==> src/rtl/jk_pkg.sv <==
// Shared definitions for the JK modulo counter.
//   DEFAULT_W / DEFAULT_MOD : default width and modulus (BCD decade).
//   HOLD / RESET / SET / TOGGLE : JK cell drive codes, packed as {J,K}.
package jk_pkg;

  localparam int DEFAULT_W   = 4;
  localparam int DEFAULT_MOD = 10;

  localparam logic [1:0] HOLD   = 2'b00;
  localparam logic [1:0] RESET  = 2'b01;
  localparam logic [1:0] SET    = 2'b10;
  localparam logic [1:0] TOGGLE = 2'b11;

endpackage

==> src/rtl/jk_mod_counter_if.sv <==
// Control/count bundle of the JK modulo counter.
//   EN, UP, LD, D : count enable, direction (1 = up), parallel load, load value
//   Q, TC         : current count and combinational terminal count
// There is no valid/ready handshake: controls are sampled on every rising
// clock edge, and Q/TC are valid in every cycle after the first reset edge.
// master drives controls (parent / bench), slave is the counter.
interface jk_mod_counter_if #(
  parameter int W = 4
) ();

  logic         EN;
  logic         UP;
  logic         LD;
  logic [W-1:0] D;
  logic [W-1:0] Q;
  logic         TC;

  modport master (output EN, UP, LD, D, input Q, TC);
  modport slave  (input EN, UP, LD, D, output Q, TC);

endinterface

==> src/rtl/jk_cell_sync.sv <==
// Single JK flip-flop with synchronous active-high reset.
//   CK : clock (rising edge)
//   R  : synchronous reset, forces Q = 0
//   J,K: 00 hold, 01 reset, 10 set, 11 toggle
//   Q  : stored bit
module jk_cell_sync
  import jk_pkg::*;
(
  input  logic CK,
  input  logic R,
  input  logic J,
  input  logic K,
  output logic Q
);

  always_ff @(posedge CK) begin
    if (R) begin
      Q <= 1'b0;
    end else begin
      case ({J, K})
        HOLD:    Q <= Q;
        RESET:   Q <= 1'b0;
        SET:     Q <= 1'b1;
        TOGGLE:  Q <= ~Q;
        default: Q <= Q;
      endcase
    end
  end

endmodule

==> src/rtl/jk_mod_counter.sv <==
// Synchronous modulo-MOD up/down counter built from W JK cells.
//   CK  : clock (rising edge)
//   R   : synchronous active-high reset, clears the count
//   bus : EN/UP/LD/D controls in, Q count and TC cascade carry out
// Priority per edge: R > LD > EN > hold. TC is high in the cycle before a
// wrap so a following decade can use it directly as its EN.
// Legal modulus range: 2 <= MOD <= 2**W.
module jk_mod_counter
  import jk_pkg::*;
#(
  parameter int W   = DEFAULT_W,
  parameter int MOD = DEFAULT_MOD
) (
  input  logic             CK,
  input  logic             R,
  jk_mod_counter_if.slave  bus
);

  localparam logic [W-1:0] LAST = W'(MOD - 1);

  logic [W-1:0] q;
  logic [W-1:0] next_q;
  logic [W-1:0] load_val;
  logic [W-1:0] j;
  logic [W-1:0] k;
  logic         load_in_range;
  logic         at_last;
  logic         at_zero;

  // One extra bit so MOD == 2**W compares correctly (every D is then legal).
  assign load_in_range = ({1'b0, bus.D} < (W + 1)'(MOD));
  assign at_last       = (q == LAST);
  assign at_zero       = (q == '0);

  always_comb begin
    j        = '0;
    k        = '0;
    next_q   = q;
    load_val = load_in_range ? bus.D : '0;
    if (R) begin
      // Cells clear through their own R input; J/K stay at hold.
      j = '0;
      k = '0;
    end else if (bus.LD) begin
      // Per-bit set/reset drive stores the load value directly.
      j = load_val;
      k = ~load_val;
    end else if (bus.EN) begin
      // Next count computed explicitly so wrap and non-power-of-two
      // moduli fall out naturally; cells then just toggle the differing bits.
      if (bus.UP) begin
        next_q = at_last ? '0 : q + W'(1);
      end else begin
        next_q = at_zero ? LAST : q - W'(1);
      end
      j = q ^ next_q;
      k = q ^ next_q;
    end
  end

  for (genvar i = 0; i < W; i++) begin : g_cell
    jk_cell_sync u_cell (
      .CK (CK),
      .R  (R),
      .J  (j[i]),
      .K  (k[i]),
      .Q  (q[i])
    );
  end

  assign bus.Q  = q;
  assign bus.TC = bus.EN & ~bus.LD & ~R &
                  ((bus.UP & at_last) | (~bus.UP & at_zero));

endmodule

==> src/flat_wrapper.sv <==
// flat-port wrapper written by rule: the top's interface ports become plain ports
module jk_mod_counter_flat import jk_pkg::*;
#(
  parameter int W   = DEFAULT_W,
  parameter int MOD = DEFAULT_MOD
)
  (CK, R, bus_EN, bus_UP, bus_LD, bus_D, bus_Q, bus_TC);
  jk_mod_counter_if #(.W(W)) bus_i ();
  input  logic CK;
  input  logic R;
  input wire logic [$bits(bus_i.EN)-1:0] bus_EN;
  input wire logic [$bits(bus_i.UP)-1:0] bus_UP;
  input wire logic [$bits(bus_i.LD)-1:0] bus_LD;
  input wire logic [$bits(bus_i.D)-1:0] bus_D;
  output wire logic [$bits(bus_i.Q)-1:0] bus_Q;
  output wire logic [$bits(bus_i.TC)-1:0] bus_TC;
  assign bus_i.EN = bus_EN;
  assign bus_i.UP = bus_UP;
  assign bus_i.LD = bus_LD;
  assign bus_i.D = bus_D;
  assign bus_Q = bus_i.Q;
  assign bus_TC = bus_i.TC;
  jk_mod_counter #(.W(W), .MOD(MOD)) u_core (.CK(CK), .R(R), .bus(bus_i));
endmodule
==> config.mk <==
export PLATFORM = sky130hd
export DESIGN_NAME = jk_mod_counter_flat
export DESIGN_NICKNAME = d
export VERILOG_FILES = /design/src/rtl/jk_pkg.sv /design/src/rtl/jk_mod_counter_if.sv /design/src/rtl/jk_cell_sync.sv /design/src/rtl/jk_mod_counter.sv /design/src/flat_wrapper.sv
export SDC_FILE = /design/constraint.sdc
export NUM_CORES = 1
export LEC_CHECK = 0
export CAP_MARGIN = 40
export CORE_AREA = 2 2 39 41
export CTS_CLUSTER_DIAMETER = 200
export DETAILED_ROUTE_END_ITERATION = 16
export DIE_AREA = 0 0 41 43
export MAX_ROUTING_LAYER = met4
export PLACE_DENSITY = 0.64
export SLEW_MARGIN = 20
export SYNTH_ARGS = -nofsm -noshare
export SYNTH_HDL_FRONTEND = slang
export SYNTH_SLANG_ARGS = --single-unit
==> constraint.sdc <==
create_clock -name CK -period 2.3 [get_ports CK]
set_input_delay 0.46 -clock CK [delete_from_list [all_inputs] [get_ports CK]]
set_output_delay 0.46 -clock CK [all_outputs]
set_load 0.03 [all_outputs]
==> impl_metrics.ini <==
[logic_synthesis]
synth_cells = 48
netlist_area_sq_um = 384
synth_top_family_by_area = compound AO/OA/AOI/OAI gates
synth-adder-area-share_pct = 0
synth-xor-area-share_pct = 9.12
synth_compound_area_share_pct = 27.0
yosysWarnings = 0
synth-seq-area-share_pct = 20.8
synthSimpleGateAreaFrac_pct = 23.5
yosysUniqueCellTypes = 29
synth_mux_area_share_pct = 2.61
ys_seq_elements = 4
syn_nets = 57
syn-mean-instance-area_sq_um = 8.00

[global_route]
grt.total_usage_pct = 11.8
grt_pass1_wl_um = 1390
grt_max_degree = 12
grt_pass1_vias = 318
antenna_found_initial = 0
gr-total-overflow = 0

[power_and_ir_drop]
leakagePower_nw = 0.201
power_per_cell_area_nw_per_um2 = 490
vdd_drop_max_v = 0.000393

[sta]
slew_headroom_pct = 71.4
worstMarginPinSlew_ns = 0.429
post-route-min-period_ns = 2.18
maxSlewViolCount = 0
hold_ws_ns = 0.647
finClkSkew_ns = 0.00491
setup_viol = 0
fin_crit_sh_pct = 94.8
rsz0062_at_grt = false
hold_viol_final = 0
fmaxAchievable_mhz = 459
setup_tns_ns = 0

[clocking]
clock-sinks = 4
clockBufferDepth = 2
postCtsHoldBufs = 0
numCtsBuffers = 3
clock_latency_ns = 0.23
cts_tree = built
cts_resized = 0
path_clk_slew_ns = 0.04
postCtsSetupBuffers = 0
cts_htree_levels = 1
cts-root-buf = clkbuf_4

[finish]
final_cell_mix = clkdlybuf4s50_1, buf_4, a21oi_1, dfxtp_1
areaGrowthSynthToFinish_pct = 38.1
nets = 71
reg.largest.list = u_core.g_cell.u_cell.Q: 4 flops
multi_input_area_sq_um = 239
largest_reg_flops = 4
final-seq-area_sq_um = 80.1
mostFrequentLayoutCell = clkdlybuf4s50_1
drive_gt1_share_pct = 16.7
top_register = u_core.g_cell.u_cell.Q
num_antenna_cells = 0
fillers = 149

[route]
routedWlPerCell_um = 11.2
drc = 0
vias = 387
drt_iter0_drc = 5
routed_wl_um = 852
final_antenna_net_count = 0
firstDrtPassIters = 3
routed_via_density = 5.09

[setup_path]
worstPathArrival_ns = 1.72
worstPathCellList = clkdlybuf4s50_1 > nand2b_1 > or4_1 > a21oi_1 > buf_4
crit_start = bus_LD
endpoint_kind = primary output
worst_setup_path_start_kind = input port
critPathMaxFanout = 2
crit_slowest_cell = clkdlybuf4s50_1
worstPathRequired_ns = 1.84
critPathKind = in -> out
rr_startpoint = u_core.g_cell[0].u_cell.Q$_SDFFE_PP0P_
worstRegToRegCells = 3
cpPeakStageDelay_ns = 0.41

[placed_design]
gp_congestion = 0.749
portBuffers = 13
dpl.hpwl_um = 635

[floorplanning]
core_area_sq_um = 1380
die_h_um = 43
die-area_sq_um = 1760
die_x_um = 41
rows = 14
io_pins = 14
start_util_pct = 27.8

[min_path]
hold_class = reg -> reg
hold_depth = 2
hp-start = u_core.g_cell[3].u_cell.Q$_SDFFE_PP0P_

[job]
drv_cap = 0

[status]
status = complete, no violations
-- synthesized netlist by cell type --
cell	count	area share, %
nor3b_1	1	2.0
or3_1	1	1.6
nand2b_1	3	4.9
or3_4	1	2.9
a221o_1	1	2.6
a211oi_1	1	2.0
nand2_1	1	0.98
a211o_1	2	4.6
xor2_1	3	6.8
nor4_1	1	1.6
inv_1	1	0.98
a21oi_1	4	5.2
nor2_1	2	2.0
a221oi_1	1	2.3
buf_2	4	5.2
nand4_1	1	1.6
o311ai_0	1	2.3
a41oi_1	1	2.3
xnor2_1	1	2.3
dfxtp_1	4	21
or4_1	1	2.0
o21ai_0	1	1.3
nand3_1	2	2.6
a21boi_0	1	2.0
nor3_1	1	1.3
buf_4	4	7.8
mux2i_1	1	2.6
o311a_1	1	2.6
buf_6	1	2.9
-- through the flow --
step	power (mW)	setup slack (ns)	utilization (%)	cell area [sq um]	instances
after floorplan	0.147	0.186	-	384	48
after global placement	0.175	0.103	36.7	508	73
after detailed placement	0.176	0.113	36.7	508	73
after CTS	0.264	0.113	38.3	531	76
after global routing	0.284	0.0731	38.3	531	76
final	0.260	0.120	38.3	531	76
-- power breakdown --
group | switching (mW) | internal (mW) | leakage [nW] | total, mW
registers | 0.0147 | 0.0754 | 0.0331 | 0.0901
logic | 0.0376 | 0.0468 | 0.154 | 0.0844
clock network | 0.0274 | 0.0583 | 0.0138 | 0.0856
-- logic make-up after synthesis --
kind of cell / count (synthesis)
compound gates: 14
xor+xnor: 4
buf+inv: 10
flops: 4
mux: 1
simple gates: 15
-- path summary, 6_finish.rpt --
check / end / slack [ns]
hold / removal: u_core.g_cell[3].u_cell.Q$_SDFFE_PP0P_ / 0.65
hold reg to reg: u_core.g_cell[3].u_cell.Q$_SDFFE_PP0P_ / 0.65
setup / recovery: bus_TC / 0.12
setup reg to reg: u_core.g_cell[2].u_cell.Q$_SDFFE_PP0P_ / 0.87
-- per-layer routing --
layer / share of wire, % / up-vias / GRT usage, %
li1: - / 200 / -
met1: 49 / 171 / 16.7
met2: 42 / 16 / 15.0
met3: 9.2 / 0 / 7.85
met4: 0 / 0 / 0
met5: 0 / - / -
-- worst max-delay path, delay by kind of cell --
kind	cells	cell delay, ns
buffers and inverters	2	0.58
AO/OA/AOI/OAI	1	0.12
AND/OR/NAND/NOR	2	0.55
-- layout make-up --
type / instances / area share, %
clock buffers: 3 / 4.25
inverters: 1 / 0.708
flip-flops and latches: 4 / 15.1
repair buffers: 18 / 31.1
multi-input cells: 34 / 45.0
well taps: 16 / 3.77
Note: power is estimated with default switching activity, not from simulation.
